$ cat src/rtl/tmp_pkg.sv
// Shared definitions for the temperature-sensor poll master: FSM encoding,
// peripheral register map and data width.
package tmp_pkg;

    typedef enum logic [2:0] {
        ST_IDLE,
        ST_WAIT,
        ST_WRITE,
        ST_POLL,
        ST_READ,
        ST_DONE
    } tmp_state_e;

    localparam logic        ADDR_CTRL      = 1'b0;
    localparam logic        ADDR_DATA      = 1'b1;
    localparam int unsigned CTRL_START_BIT = 0;
    localparam int unsigned TMP_DATA_W     = 8;

    // Control-register word that requests a conversion.
    function automatic logic [31:0] start_word();
        logic [31:0] w;
        w = '0;
        w[CTRL_START_BIT] = 1'b1;
        return w;
    endfunction

endpackage

$ cat src/rtl/tmp_tick_gen.sv
// Terminal-count counter: counts 0..TERMINAL-1 while enabled, flags the last
// count on tc and restarts from zero; clr has priority over en.
module tmp_tick_gen #(
    parameter int unsigned TERMINAL = 16
) (
    input  logic clk,
    input  logic rst_n,
    input  logic clr,
    input  logic en,
    output logic tc
);

    localparam int unsigned     W    = (TERMINAL > 1) ? $clog2(TERMINAL) : 1;
    localparam logic [W-1:0]    LAST = W'(TERMINAL - 1);

    logic [W-1:0] count_q, count_d;

    assign tc = en && (count_q == LAST);

    always_comb begin
        count_d = count_q;
        if (clr) begin
            count_d = '0;
        end else if (en) begin
            count_d = tc ? '0 : count_q + W'(1);
        end
    end

    always_ff @(posedge clk or negedge rst_n) begin
        if (!rst_n) begin
            count_q <= '0;
        end else begin
            count_q <= count_d;
        end
    end

endmodule

$ cat src/rtl/tmp_poll_master.sv
// Periodically triggers a temperature conversion, polls for completion with a
// timeout, reads the 8-bit code and tracks the running maximum.
module tmp_poll_master
    import tmp_pkg::*;
#(
    parameter int unsigned PERIOD_CYCLES  = 100000000,
    parameter int unsigned TIMEOUT_CYCLES = 1024
) (
    input  logic                  clk,
    input  logic                  rst,
    input  logic                  enable,
    input  logic                  clear_max,
    output logic                  address,
    output logic                  wr_en,
    output logic [31:0]           wdata,
    input  logic [31:0]           rdata,
    output logic [TMP_DATA_W-1:0] temp_code,
    output logic                  temp_valid,
    output logic [TMP_DATA_W-1:0] temp_max,
    output logic                  timeout_err,
    output logic                  busy
);

    tmp_state_e            state_q, state_d;
    logic                  address_q, address_d;
    logic                  wr_en_q, wr_en_d;
    logic [31:0]           wdata_q, wdata_d;
    logic [TMP_DATA_W-1:0] temp_code_q, temp_code_d;
    logic                  temp_valid_q, temp_valid_d;
    logic [TMP_DATA_W-1:0] temp_max_q, temp_max_d;
    logic                  timeout_err_q, timeout_err_d;
    logic                  busy_q, busy_d;

    logic                  period_tc;
    logic                  timeout_tc;
    logic [TMP_DATA_W-1:0] rd_code;
    logic                  unused_rdata_hi;

    assign rd_code         = rdata[TMP_DATA_W-1:0];
    assign unused_rdata_hi = ^rdata[31:TMP_DATA_W];

    // Counters are held clear outside their owning state, so each visit starts at 0.
    tmp_tick_gen #(.TERMINAL(PERIOD_CYCLES)) u_period (
        .clk   (clk),
        .rst_n (rst),
        .clr   ((state_q != ST_WAIT) || !enable),
        .en    ((state_q == ST_WAIT) && enable),
        .tc    (period_tc)
    );

    tmp_tick_gen #(.TERMINAL(TIMEOUT_CYCLES)) u_timeout (
        .clk   (clk),
        .rst_n (rst),
        .clr   (state_q != ST_POLL),
        .en    (state_q == ST_POLL),
        .tc    (timeout_tc)
    );

    always_comb begin
        state_d       = state_q;
        temp_code_d   = temp_code_q;
        temp_max_d    = temp_max_q;
        timeout_err_d = timeout_err_q;

        unique case (state_q)
            ST_IDLE:  if (enable) state_d = ST_WAIT;
            ST_WAIT: begin
                if (!enable)        state_d = ST_IDLE;
                else if (period_tc) state_d = ST_WRITE;
            end
            ST_WRITE: state_d = ST_POLL;
            ST_POLL: begin
                if (!rdata[CTRL_START_BIT]) begin
                    state_d = ST_READ;
                end else if (timeout_tc) begin
                    state_d       = ST_WAIT;
                    timeout_err_d = 1'b1;
                end
            end
            ST_READ: begin
                temp_code_d = rd_code;
                state_d     = ST_DONE;
            end
            ST_DONE:  state_d = enable ? ST_WAIT : ST_IDLE;
            default:  state_d = ST_IDLE;
        endcase

        // A capture wins over a simultaneous clear: the new code becomes the max.
        if ((state_q == ST_READ) && (clear_max || (rd_code > temp_max_q))) begin
            temp_max_d = rd_code;
        end else if (clear_max) begin
            temp_max_d = '0;
        end

        // Outputs are decoded from the next state so they register in step with it.
        address_d    = (state_d == ST_READ) ? ADDR_DATA : ADDR_CTRL;
        wr_en_d      = (state_d == ST_WRITE);
        wdata_d      = wr_en_d ? start_word() : '0;
        temp_valid_d = (state_d == ST_DONE);
        busy_d       = (state_d == ST_WRITE) || (state_d == ST_POLL) || (state_d == ST_READ);
    end

    always_ff @(posedge clk or negedge rst) begin
        if (!rst) begin
            state_q       <= ST_IDLE;
            address_q     <= ADDR_CTRL;
            wr_en_q       <= 1'b0;
            wdata_q       <= '0;
            temp_code_q   <= '0;
            temp_valid_q  <= 1'b0;
            temp_max_q    <= '0;
            timeout_err_q <= 1'b0;
            busy_q        <= 1'b0;
        end else begin
            state_q       <= state_d;
            address_q     <= address_d;
            wr_en_q       <= wr_en_d;
            wdata_q       <= wdata_d;
            temp_code_q   <= temp_code_d;
            temp_valid_q  <= temp_valid_d;
            temp_max_q    <= temp_max_d;
            timeout_err_q <= timeout_err_d;
            busy_q        <= busy_d;
        end
    end

    assign address     = address_q;
    assign wr_en       = wr_en_q;
    assign wdata       = wdata_q;
    assign temp_code   = temp_code_q;
    assign temp_valid  = temp_valid_q;
    assign temp_max    = temp_max_q;
    assign timeout_err = timeout_err_q;
    assign busy        = busy_q;

endmodule

$ cat config.mk
export PLATFORM = sky130hd
export DESIGN_NAME = tmp_poll_master
export DESIGN_NICKNAME = d
export VERILOG_FILES = /design/src/rtl/tmp_pkg.sv /design/src/rtl/tmp_tick_gen.sv /design/src/rtl/tmp_poll_master.sv
export SDC_FILE = /design/constraint.sdc
export NUM_CORES = 1
export LEC_CHECK = 0
export ABC_AREA = 0
export BUFFER_PORTS_ARGS = -buffer_cell sky130_fd_sc_hd__buf_2
export CAP_MARGIN = 20
export CORE_MARGIN = 2
export CORE_UTILIZATION = 28
export DETAILED_ROUTE_END_ITERATION = 10
export PLACE_DENSITY = 0.49
export SLEW_MARGIN = 20
export SYNTH_ARGS = -nofsm -noshare
export SYNTH_HDL_FRONTEND = slang
export SYNTH_SLANG_ARGS = --single-unit
$ cat constraint.sdc
create_clock -name clk -period 3.3 [get_ports clk]
set_input_delay 0.165 -clock clk [delete_from_list [all_inputs] [get_ports clk]]
set_output_delay 0.165 -clock clk [all_outputs]
set_load 0.05 [all_outputs]
== Yosys cells after proc, flatten, opt, wreduce, memory -nomap -nowiden ==
Cells that the tools add are included.

* Register bits after elaboration: 62
* Latch bits: 0
* Input port bits: 36
* Memories kept: 0
* Memory bits (read-only): 0
* Bits in writable memories: 0
* Word-level logic and storage cells: 58

* Order comparisons: 1
* Mux-type cells: 17
* Bitwise gates (word level): 0
* Div/mod/pow operators: 0
* Shift operators: 0
* $mul: 0
* Equal/unequal tests: 13
* Reduce and logical (&&, ||, !) cells: 14
* $add $sub $neg: 2

{| class="wikitable"
|+ Operators by type and width
! kind !! count
|-
| two-way mux 27 bit || 3
|-
| two-way mux 10 bit || 3
|-
| adder 27 x 1 -> 27 bit, second input constant || 1
|-
| equality test 27 bit, second input constant || 1
|-
| one-hot mux 3 bit (6 select lines) || 1
|-
| two-way mux 8 bit || 2
|-
| two-way mux 3 bit || 5
|-
| equality test 3 x 2 -> 1 bit, second input constant || 4
|-
| equality test 3 bit, second input constant || 4
|-
| adder 10 x 1 -> 10 bit, second input constant || 1
|-
| equality test 10 bit, second input constant || 1
|-
| > comparator 8 bit || 1
|-
| nonzero test 2 bit || 3
|-
| logical AND 1 bit || 4
|-
| logical OR 1 bit || 4
|-
| equality test 3 x 1 -> 1 bit, second input constant || 1
|-
| zero test 3 bit || 1
|-
| two-way mux 1 bit || 3
|-
| inequality test 3 x 1 -> 1 bit, second input constant || 1
|-
| inequality test 3 x 2 -> 1 bit, second input constant || 1
|-
| AND reduction 3 bit || 1
|-
| zero test 1 bit || 1
|}

== Depth between registers and ports, before layout ==
* Depth in word-level cells: 9
* Depth in mapped cells: 8

== By module ==
From an unflattened synthesis, not the netlist that was laid out.

* Cells, all modules: 380
* Area, all modules: 3573.4 µm²

{| class="wikitable"
|+ Modules (own cells, without submodules)
! module !! area each (µm²) !! cells each !! times used !! seq. area each (µm²)
|-
| tmp_tick_gen (u_period) || 1609.0 || 178 || 1 || 675.6
|-
| tmp_poll_master || 1387.6 || 144 || 1 || 600.6
|-
| tmp_tick_gen (u_timeout) || 576.8 || 58 || 1 || 250.2
|}

== Worst setup path before layout ==
Ideal clock, no wire load.

* Kind: reg2reg
* From: register u_period.count_q[8]
* To: register u_period.count_q[19]
* Arrival time: 2.043 ns
* Period minus slack after synthesis: 2.162 ns
* Setup slack: 1.138 ns
* Data required time: 3.181 ns
* Cell stages (with the launch flop): 7
* Buffers on the path: 1
* Cell sequence: dfrtp_1 or4_1 or3_1 or3_4 o21ai_4 buf_12 nor2_2

* Cells in the longest elaborated chain, start to end: 5
* Elaborated cells on any way between the ends: 6

{| class="wikitable"
|+ RTL lines
! element !! line !! source
|-
| start, declared || tmp_tick_gen.sv:16 || <nowiki>logic [W-1:0] count_q, count_d;</nowiki>
|-
| start signal, assigned || tmp_tick_gen.sv:33 || <nowiki>count_q <= count_d;</nowiki>
|-
| branches (longest 2 deep; another with adder 27 x 1 -> 27 bit) || -- ||
|-
| two-way mux 27 bit (*) || tmp_tick_gen.sv:25 || <nowiki>count_d = tc ? '0 : count_q + W'(1);</nowiki>
|-
| two-way mux 27 bit (*) || tmp_tick_gen.sv:24 || <nowiki>end else if (en) begin</nowiki>
|-
| two-way mux 27 bit (*) || tmp_tick_gen.sv:22 || <nowiki>if (clr) begin</nowiki>
|-
| named net u_period.count_d[19] || tmp_tick_gen.sv:16 ||
|}

Mark *: on every way through the listed nets, which the timed path passes. The select of a mux whose other input is x is not followed.
A chain may end at the register's enable or synchronous reset.

== Worst setup path after layout ==
* From: register u_period.count_q[8]
* To: register u_period.count_q[16]

Same word-level chain as after synthesis.

==> results.toml <==
[hold_path]
min_path_type = "input port to flop"

[run_status]
outcome = "finished clean"

[timing]
post-route-period-util_pct = 75.1
rsz0062_at_grt = "no"
slew_headroom_pct = 47.7
period_needed_ns = 2.48
finalHoldViolCount = 0
slew_viol_final = 0
fin_tns_setup_ns = 0
finClkSkew_ns = 0.00373
setup_violations = 0
fmax_ghz = 0.403
fin_ws_ns = 0.821
max_slew.worst_pin.slew_ns = 0.782

[routing]
drt_wl_total_um = 7260
drc = 0
num_vias = 2591
wl_per_cell_um = 12.9
vias_per_cell = 4.62
dr.pass1.iters = 6
drt-initial-drc-count = 110
final_antenna_net_count = 0

[critical_path]
cp-start-kind = "flop"
crit_type = "flop to flop"
worstPathRequired_ns = 3.48
critical_path_arrival_ns = 2.66
end_kind = "flop"
worst-path-max-fanout = 18

[pwr]
power_density_nw_per_um2 = 484
vdd_drop_max_v = 0.000268
leakagePower_nw = 1.71

[cts]
cts_tree = "yes"
clk_pin_slew_ns = 0.05
cts_buffers = 9
h-tree-depth = 3
cts.repair.resized = 0
clk_latency_ns = 0.33
postCtsSetupBuffers = 0
cts_max_path_buffers = 2
cts.sinks = 61
cts.root.buffer_cell = "clkbuf_16"

[final_layout]
fin_nets = 455
nFillCells = 1242
area_delta_synth_final_pct = 15.1
stdcell_count = 561
finish.utilization_pct = 33.0
insertedDiodeCount = 0
drive_gt1_share_pct = 17.6

[placed_design]
io_buffers = 33
dp_slack_ns = 0.821
dp_hpwl_um = 5190
place_congestion = 0.817
place_inst = 544

[floorplan]
die_w_um = 115
core_area_um2 = 12000
fp.dieH_um = 115
rows = 40
dieArea_um2 = 13100
start_util_pct = 28.6
ios = 89

[global_routing]
antenna_found_initial = 0
gr-total-overflow = 0
grt_start_max_net_pins = 28
grt_pass1_vias = 2432
grt_pass1_wl_um = 12200
track_usage_pct = 11.9

[logic_synthesis]
synthCells = 373
ys_top_cells_by_area = "dfrtp_1 45%, buf_4 7.0%, xor2_1 4.6%"
synthDominantCellAreaShare_pct = 44.6
synth-seq-area-share_pct = 44.6
synth_edf_count = 0
synth_seq_cells = 61
yosysUniqueCellTypes = 47
synth_flop_cell = "dfrtp_1"
netlist_area_um2 = 3420
syn_avg_cell_area_um2 = 9.18
synth_top_area_cell = "dfrtp_1"
async_flop_share_pct = 100
ys_warn_count = 0

[flow_run]
cap_violations = 0
[metal layers]
layer	GRT usage [%]	wire (um)
met4	5.37	110
met2	17.6	3360
met1	16.2	3560
met5	0	0
met3	3.39	229
[registers in the layout (all words and copies together), names as in the netlist]
| name | count |
|---|---|
| address | 1 |
| state_q | 3 |
| busy | 1 |
| timeout_err | 1 |
| wdata | 1 |
| temp_code | 8 |
| u_timeout.count_q | 10 |
| temp_max | 8 |
| temp_valid | 1 |
| u_period.count_q | 27 |
[logic make-up (layout without fill, tap and decap cells)]
kind of cell	Yosys count	after routing	share of synthesized area (%)
adders and majority gates	10	10	3.65
AOI/OAI and AO/OA	58	58	10.6
DFF	61	61	44.6
xor gates and xnor gates	28	28	7.16
and+or+nand+nor	158	158	23.6
buffers and inverters	57	68	10.3
other	1	31	0.110
[area by class of cell]
cell class / instances / area (um^2) / share of cell area [%]
tap: 147 / 184 / 4.67
inverter: 16 / 60.1 / 1.52
sequential: 61 / 1530 / 38.7
multi-input combinational: 285 / 1660 / 42.1
timing repair buffer: 36 / 190 / 4.82
clock buffer: 9 / 225 / 5.71
clock inverter: 7 / 98.8 / 2.51
[final timing paths]
kind	start	end	slack (ns)	cells past startpoint
min	rdata[0]	address$_DFF_PN0_	0.09	2
max reg2reg	u_period.count_q[8]$_DFF_PN0_	u_period.count_q[16]$_DFF_PN0_	0.82	5
min reg2reg	temp_code[6]$_DFFE_PN0P_	temp_code[6]$_DFFE_PN0P_	0.47	2
min in group asynchronous	rst	u_period.count_q[0]$_DFF_PN0_	0.34	2
max in group asynchronous	rst	u_timeout.count_q[7]$_DFF_PN0_	2.22	3
max	u_period.count_q[8]$_DFF_PN0_	u_period.count_q[16]$_DFF_PN0_	0.82	5
[timing repair]
item	4_1_cts	5_1_grt
endpoints found under the hold margin	20	0
hold buffers	1	0
endpoints found under the setup margin	0	0
[power by group]
group / switching (mW) / internal, mW / total, mW / leakage, nW
sequential: 0.00202 / 0.750 / 0.752 / 0.807
clock: 0.351 / 0.664 / 1.02 / 0.156
combinational: 0.122 / 0.0187 / 0.140 / 0.747
[worst max-delay path, cell delays in order, from the launching register on]
cell and delay, ns:
dfrtp_1 0.44, or4_1 0.53, or3_1 0.35, or3_4 0.36
o21ai_4 0.53, nor2_1 0.11
[synthesized netlist by cell type (2+ instances only)]
cell type   n
nor2_2     10
nor2b_1     2
a21oi_1    17
nand4_1    13
buf_2       2
and3_1      8
inv_1      15
or2_2       3
a32o_1      2
a31oi_1     9
nand2_1    40
nand3_1    13
a21boi_0    8
nor4_1      3
xnor2_1    10
o21ai_0    13
o31ai_1     2
nor2_1     41
buf_4      32
xor2_1     18
nor3_1      4
or4_1       3
dfrtp_1    61
clkbuf_1    6
or3_1       3
nand2b_1    3
ha_1       10
and4_1      3
[cells in the final DEF, fill, tap and decap left out, drive strengths merged, types with 15 or more instances in the layout]
cell type and n:
dfrtp 61, nor2 51, nand2 40, buf 35, conb 31, xor2 18
a21oi 17, inv 16, o21ai 15
[per-stage QoR]
step / hold WS [ns] / cell area [um^2] / total power [mW]
finish: 0.0933 / 3940 / 1.91
global route: 0.0953 / 3940 / 1.98
CTS: 0.0824 / 3940 / 1.94
detailed placement: 0.176 / 3610 / 0.906
global placement: 0.162 / 3610 / 0.905
floorplan: -0.131 / 3540 / 0.901
(Power assumes the default switching activity.)
